**src/rtl/muldiv_iter.sv**
```systemverilog
// Iterative RV32M/RV64M multiply/divide unit: shift-add multiply and restoring divide,
// fixed XLEN+2 cycle latency under a start/busy/done handshake.
module muldiv_iter #(
   parameter int unsigned XLEN = 32
) (
   input  logic            clk_i,
   input  logic            rst_i,
   input  logic            start_i,
   input  logic            kill_i,
   input  logic [2:0]      op_i,
   input  logic [XLEN-1:0] src1_i,
   input  logic [XLEN-1:0] src2_i,
   output logic            busy_o,
   output logic            done_o,
   output logic [XLEN-1:0] result_o
);

   localparam int unsigned     CntW     = $clog2(XLEN) + 1;
   localparam logic [CntW-1:0] LastIter = CntW'(XLEN - 1);
   localparam logic [XLEN-1:0] MinNeg   = {1'b1, {(XLEN-1){1'b0}}};

   typedef enum logic [1:0] {StIdle, StCalc, StFix, StDone} state_e;

   state_e              state_q, state_d;
   logic [2:0]          op_q;
   logic                neg_q, div_zero_q, ovf_q;
   logic [XLEN-1:0]     src1_q, opnd_q;
   logic [2*XLEN-1:0]   acc_q, acc_d;
   logic [XLEN-1:0]     rem_q, rem_d;
   logic [CntW-1:0]     cnt_q, cnt_d;
   logic [XLEN-1:0]     result_q, result_d;

   logic                accept;
   logic                s1_signed, s2_signed, neg1, neg2, sign_in, ovf_in;
   logic [XLEN-1:0]     mag1, mag2;
   logic [XLEN:0]       sum, shifted;
   logic [2*XLEN-1:0]   prod_fix;
   logic [XLEN-1:0]     quo_fix, rem_fix, fix_result;

   assign accept = start_i && (state_q == StIdle || state_q == StDone);

   always_comb begin
      s1_signed = op_i inside {3'b001, 3'b010, 3'b100, 3'b110};
      s2_signed = op_i inside {3'b001, 3'b100, 3'b110};
      neg1      = s1_signed & src1_i[XLEN-1];
      neg2      = s2_signed & src2_i[XLEN-1];
      mag1      = neg1 ? -src1_i : src1_i;
      mag2      = neg2 ? -src2_i : src2_i;
      // Remainder takes the dividend's sign; product and quotient take the XOR.
      sign_in   = (op_i[2] && op_i[1]) ? neg1 : (neg1 ^ neg2);
      ovf_in    = (op_i == 3'b100 || op_i == 3'b110) && (src1_i == MinNeg) && (&src2_i);
   end

   // State register
   always_ff @(posedge clk_i) begin
      if (rst_i) begin
         state_q <= StIdle;
      end else begin
         state_q <= state_d;
      end
   end

   // Next-state logic
   always_comb begin
      state_d = state_q;
      case (state_q)
         StIdle, StDone: state_d = start_i ? StCalc : StIdle;
         StCalc: begin
            if (kill_i) begin
               state_d = StIdle;
            end else if (cnt_q == LastIter) begin
               state_d = StFix;
            end
         end
         StFix:   state_d = kill_i ? StIdle : StDone;
         default: state_d = StIdle;
      endcase
   end

   // Outputs decoded from state and registers only
   always_comb begin
      busy_o   = (state_q == StCalc) || (state_q == StFix);
      done_o   = (state_q == StDone);
      result_o = result_q;
   end

   always_comb begin
      prod_fix = neg_q ? -acc_q : acc_q;
      quo_fix  = neg_q ? -acc_q[XLEN-1:0] : acc_q[XLEN-1:0];
      rem_fix  = neg_q ? -rem_q : rem_q;
      case (op_q)
         3'b000:                 fix_result = prod_fix[XLEN-1:0];
         3'b001, 3'b010, 3'b011: fix_result = prod_fix[2*XLEN-1:XLEN];
         3'b100, 3'b101:         fix_result = div_zero_q ? '1 : (ovf_q ? src1_q : quo_fix);
         default:                fix_result = div_zero_q ? src1_q : (ovf_q ? '0 : rem_fix);
      endcase
   end

   // Multiply keeps the multiplier in acc low half; divide keeps the dividend there and
   // shifts quotient bits in behind it.
   always_comb begin
      acc_d    = acc_q;
      rem_d    = rem_q;
      cnt_d    = cnt_q;
      result_d = result_q;
      sum      = {1'b0, acc_q[2*XLEN-1:XLEN]} + (acc_q[0] ? {1'b0, opnd_q} : '0);
      shifted  = {rem_q, acc_q[XLEN-1]};
      if (accept) begin
         cnt_d = '0;
         rem_d = '0;
         acc_d = {{XLEN{1'b0}}, (op_i[2] ? mag1 : mag2)};
      end else if (state_q == StCalc) begin
         cnt_d = cnt_q + 1'b1;
         if (!op_q[2]) begin
            acc_d = {sum, acc_q[XLEN-1:1]};
         end else if (shifted >= {1'b0, opnd_q}) begin
            rem_d = XLEN'(shifted - {1'b0, opnd_q});
            acc_d = {acc_q[2*XLEN-1:XLEN], acc_q[XLEN-2:0], 1'b1};
         end else begin
            rem_d = shifted[XLEN-1:0];
            acc_d = {acc_q[2*XLEN-1:XLEN], acc_q[XLEN-2:0], 1'b0};
         end
      end else if (state_q == StFix && !kill_i) begin
         result_d = fix_result;
      end
   end

   always_ff @(posedge clk_i) begin
      if (rst_i) begin
         op_q       <= '0;
         opnd_q     <= '0;
         neg_q      <= 1'b0;
         div_zero_q <= 1'b0;
         ovf_q      <= 1'b0;
         src1_q     <= '0;
         acc_q      <= '0;
         rem_q      <= '0;
         cnt_q      <= '0;
         result_q   <= '0;
      end else begin
         acc_q    <= acc_d;
         rem_q    <= rem_d;
         cnt_q    <= cnt_d;
         result_q <= result_d;
         if (accept) begin
            op_q       <= op_i;
            opnd_q     <= op_i[2] ? mag2 : mag1;
            neg_q      <= sign_in;
            div_zero_q <= (src2_i == '0);
            ovf_q      <= ovf_in;
            src1_q     <= src1_i;
         end
      end
   end

endmodule

```
**config.mk**
```make
export PLATFORM = sky130hd
export DESIGN_NAME = muldiv_iter
export DESIGN_NICKNAME = d
export VERILOG_FILES = /design/src/rtl/muldiv_iter.sv
export SDC_FILE = /design/constraint.sdc
export NUM_CORES = 1
export LEC_CHECK = 0
export ABC_AREA = 1
export CAP_MARGIN = 0
export CORE_UTILIZATION = 48
export CTS_BUF_LIST = sky130_fd_sc_hd__clkbuf_8
export CTS_CLUSTER_DIAMETER = 120
export DETAILED_ROUTE_END_ITERATION = 6
export PLACE_DENSITY = 0.75
export SYNTH_ARGS = -nofsm -noshare
export SYNTH_HDL_FRONTEND = slang
export SYNTH_SLANG_ARGS = --single-unit
```
**constraint.sdc**
```tcl
create_clock -name clk_i -period 6.3 [get_ports clk_i]
set_clock_uncertainty 0.15 [all_clocks]
set_input_delay 1.26 -clock clk_i [delete_from_list [all_inputs] [get_ports clk_i]]
set_output_delay 1.26 -clock clk_i [all_outputs]
set_load 0.01 [all_outputs]
```
==> results.py <==
metrics = {
    "clocking": {
        "cts_tree": "done",
        "postCtsSetupRepairBufs": 0,
        "maximum_clock_insertion_buffer_count": 3,
        "cts_num_sinks": 206,
        "cts_inserted_buffers": 39,
        "worst_skew_pair.late_latency_ns": 0.65,
        "h-tree-depth": 2,
        "cts_resized": 0,
        "cts-hold-fix-buffers": 0,
        "ctsRootBufferMaster": "sky130_fd_sc_hd__clkbuf_8",
        "cts.reportedPaths.clkPinSlew_ns": 0.06,
    },
    "placed_design": {
        "place.detailed.hpwl_um": 71140,
        "finalWeightedCongestion": 1.084,
        "port_buffers": 104,
    },
    "critical_path": {
        "worstPathCellList": "buf_4, nand2_1, inv_1, ha_1, nand2_1, inv_1, a21oi_1, a21boi_0, o21ai_0, nand3_1, nand2_1, nand2_1, nand2_1, o21ai_0, inv_1",
        "worst_path_largest_cell_delay_ns": 0.77,
        "path_max_fanout": 23,
        "crit_path_top_delay_cell": "sky130_fd_sc_hd__a21oi_1",
        "cpMostUsedCell": "sky130_fd_sc_hd__nand2_1",
        "worst-r2r-cell-count": 15,
        "startpoint_types": "flip-flop",
        "cp_num_cells": 15,
        "path_class": "reg -> reg",
        "critPathTopFamily": "compound AO/OA/AOI/OAI gates",
        "end_kind": "flip-flop",
        "critPathRequiredTime_ns": 6.63,
        "cp.buffers_inverters": 4,
        "arrival_ns": 4.36,
    },
    "hold_path": {
        "class_of_the_tightest_hold_or_removal_check": "reg -> reg",
        "whs_path_depth": 2,
    },
    "synth": {
        "synth-seq-area-share": 0.2066,
        "asyncSetResetFlopFracSynth": 0,
        "synth_nets": 3751,
        "syn_avg_cell_area_um2": 5.538,
        "number_of_flops_mapped_to_enable_cells_by_yosys": 0,
        "syn-cell-area_mm2": 0.01996,
        "dominantRegCellSynth": "sky130_fd_sc_hd__dfxtp_1",
        "synth.yosys.warnings": 0,
        "synthesis.instances": 3605,
        "yosys_register_bits": 206,
        "synth_cell_type_count": 54,
    },
    "cells_and_area": {
        "final_cell_mix": "sky130_fd_sc_hd__nand2_1, sky130_fd_sc_hd__inv_1, sky130_fd_sc_hd__nor2_1",
        "area.sequential_mm2": 0.004130,
        "drive_gt1_frac": 0.04305,
        "nNetsFinal": 3788,
        "layout_commonest_cell": "sky130_fd_sc_hd__nand2_1",
        "fillerInstances": 4496,
        "multiInputGateArea_mm2": 0.01343,
        "flow.area_growth_from_synthesis_pct": 11.15,
    },
    "sta": {
        "final.min_clock_period_ns": 4.031,
        "max-slew-margin-rel": 0.1674,
        "finalHoldViolCount": 0,
        "timing.final.crit_share": 0.6398,
        "whs_ns": 0.3144,
        "totalNegativeSetupSlack_ns": 0,
        "rsz0062_at_grt": "false",
        "timing.fmax_ghz": 0.2481,
        "final-max-slew-violation-count": 0,
        "setup_violations": 0,
        "worst-slew-pin-transition_ns": 1.236,
    },
    "drt": {
        "drcViolationCount": 1,
        "antenna_violating_nets_post_route": 0,
        "post_drt_via_cell_ratio": 5.830,
        "detail_route.first_pass.iterations": 7,
        "postRouteWirelength_um": 90180,
        "via_count": 24510,
        "detailedRoute.firstIterationViolations": 3547,
        "wl_per_cell_um": 21.45,
    },
    "die": {
        "fp.dieH_um": 205.9,
        "die_footprint_mm2": 0.04241,
        "boundary_pin_count": 105,
        "std_cell_rows": 74,
        "die-width_um": 205.9,
        "core_region_area_mm2": 0.04092,
        "initial_utilization": 0.4878,
    },
    "power_and_ir_drop": {
        "power_per_cell_area_mw_per_mm2": 232.3,
        "cellLeakagePower_nw": 11.36,
        "worst_ir_drop_vdd_v": 0.0001394,
    },
    "grt": {
        "global_route_wire_length_before_repair_um": 132100,
        "grt.total_usage": 0.4177,
        "largest_net_degree_at_the_start_of_global_routing": 73,
        "global_route.overflow_total": 0,
        "antenna_found_initial": 3,
        "via_count_of_the_first_global_routing_pass": 21490,
    },
    "status": {
        "outcome": "complete, but fails checks",
        "violations": "design-rule violations",
    },
    "job": {
        "drv.max_cap_violation_count": 0,
    },
}
Yosys cell counts, drive strengths merged (2+ instances only):
library cell  instances  area [µm²]
nand3               323        1657
nor3                 29       150.1
a221oi                5       43.79
xnor2                15       131.4
inv                 500        1877
fa                    2       40.04
and2                  2       12.51
buf                  40       216.5
clkinv                3       11.26
dfxtp               206        4124
nor2                418        1637
a211oi                4       30.03
o21bai               12       90.09
a21boi                2       15.01
a21o                 10       75.07
xor2                 61       534.3
a22oi                 6       45.04
o21ai               254        1282
or2                   4       25.02
clkbuf               90       337.8
nor4                  5       31.28
ha                   73       913.4
o221ai               29       254.0
o22ai                 3       18.77
nand4                51       325.3
nand2              1105        4180
nand3b               12       90.09
a31oi                19       118.9
o211ai               14       110.1
o21a                  5       37.54
a21oi               296        1493
routing by layer:
layer  up-vias  wire, µm  GRT usage
li1      11720         -          -
met1     11070     36630     0.5574
met2      1434     36490     0.6079
met3       280     10360    0.08562
met4         4      6666     0.2668
met5         -        24          0
sequential cells by signal (all words and copies together) (netlist names):
signal      count
acc_q          64
cnt_q           6
div_zero_q      1
neg_q           1
op_q            3
opnd_q         32
ovf_q           1
rem_q          32
result_o       32
src1_q         32
state_q         2
worst min-delay path: stages, from the launching register on:
cell                      delay, ns
sky130_fd_sc_hd__dfxtp_1       0.31
sky130_fd_sc_hd__nand2_1       0.06
sky130_fd_sc_hd__a21oi_1       0.05
cell families after synthesis:
family,Yosys count,synth area share
XOR/XNOR,76,0.03334
buffers and inverters,633,0.1223
AO/OA/AOI/OAI,664,0.1832
AND/OR/NAND/NOR,1951,0.4068
flip-flops,206,0.2066
adder cells (fa/ha/maj),75,0.04776
per-stage QoR:
stage / setup slack (ns) / cells / total power [mW] / cell area, µm² / utilization
6_report: 2.269 / 4204 / 5.155 / 22190 / 0.5422
5_1_grt: 2.172 / 4202 / 5.391 / 22190 / 0.5421
4_1_cts: 2.713 / 4202 / 5.058 / 22190 / 0.5421
3_5_place_dp: 2.094 / 4133 / 3.564 / 21320 / 0.5210
3_3_place_gp: 2.152 / 4133 / 3.569 / 21320 / 0.5210
2_1_floorplan: 3.398 / 3605 / 2.865 / 19960 / -
report_power, final:
group | total [mW] | leakage (nW) | switching [mW] | internal (mW)
Combinational | 2.02 | 9.20 | 1.43 | 0.594
Sequential | 1.62 | 1.68 | 0.218 | 1.40
Clock | 1.52 | 0.470 | 0.678 | 0.838
Total | 5.16 | 11.4 | 2.33 | 2.83
final cells by class:
cell class | instances | area share
Antenna cell | 2 | 0.0002255
Clock buffer | 46 | 0.02853
Clock inverter | 23 | 0.01032
Inverter | 503 | 0.08509
Multi-Input combinational cell | 2766 | 0.6054
Sequential cell | 206 | 0.1861
Tap cell | 532 | 0.03000
Timing Repair Buffer | 126 | 0.05436
final timing paths:
| path | start | endpoint | slack [ns] |
|---|---|---|---|
| hold reg to reg | result_o[12]$_SDFFE_PP0P_ | result_o[12]$_SDFFE_PP0P_ | 0.31 |
| hold / removal | result_o[12]$_SDFFE_PP0P_ | result_o[12]$_SDFFE_PP0P_ | 0.31 |
| setup reg to reg | acc_q[0]$_SDFFE_PP0P_ | acc_q[52]$_SDFFE_PP0P_ | 2.27 |
| setup / recovery | acc_q[0]$_SDFFE_PP0P_ | acc_q[52]$_SDFFE_PP0P_ | 2.27 |
(Power assumes the default switching activity.)
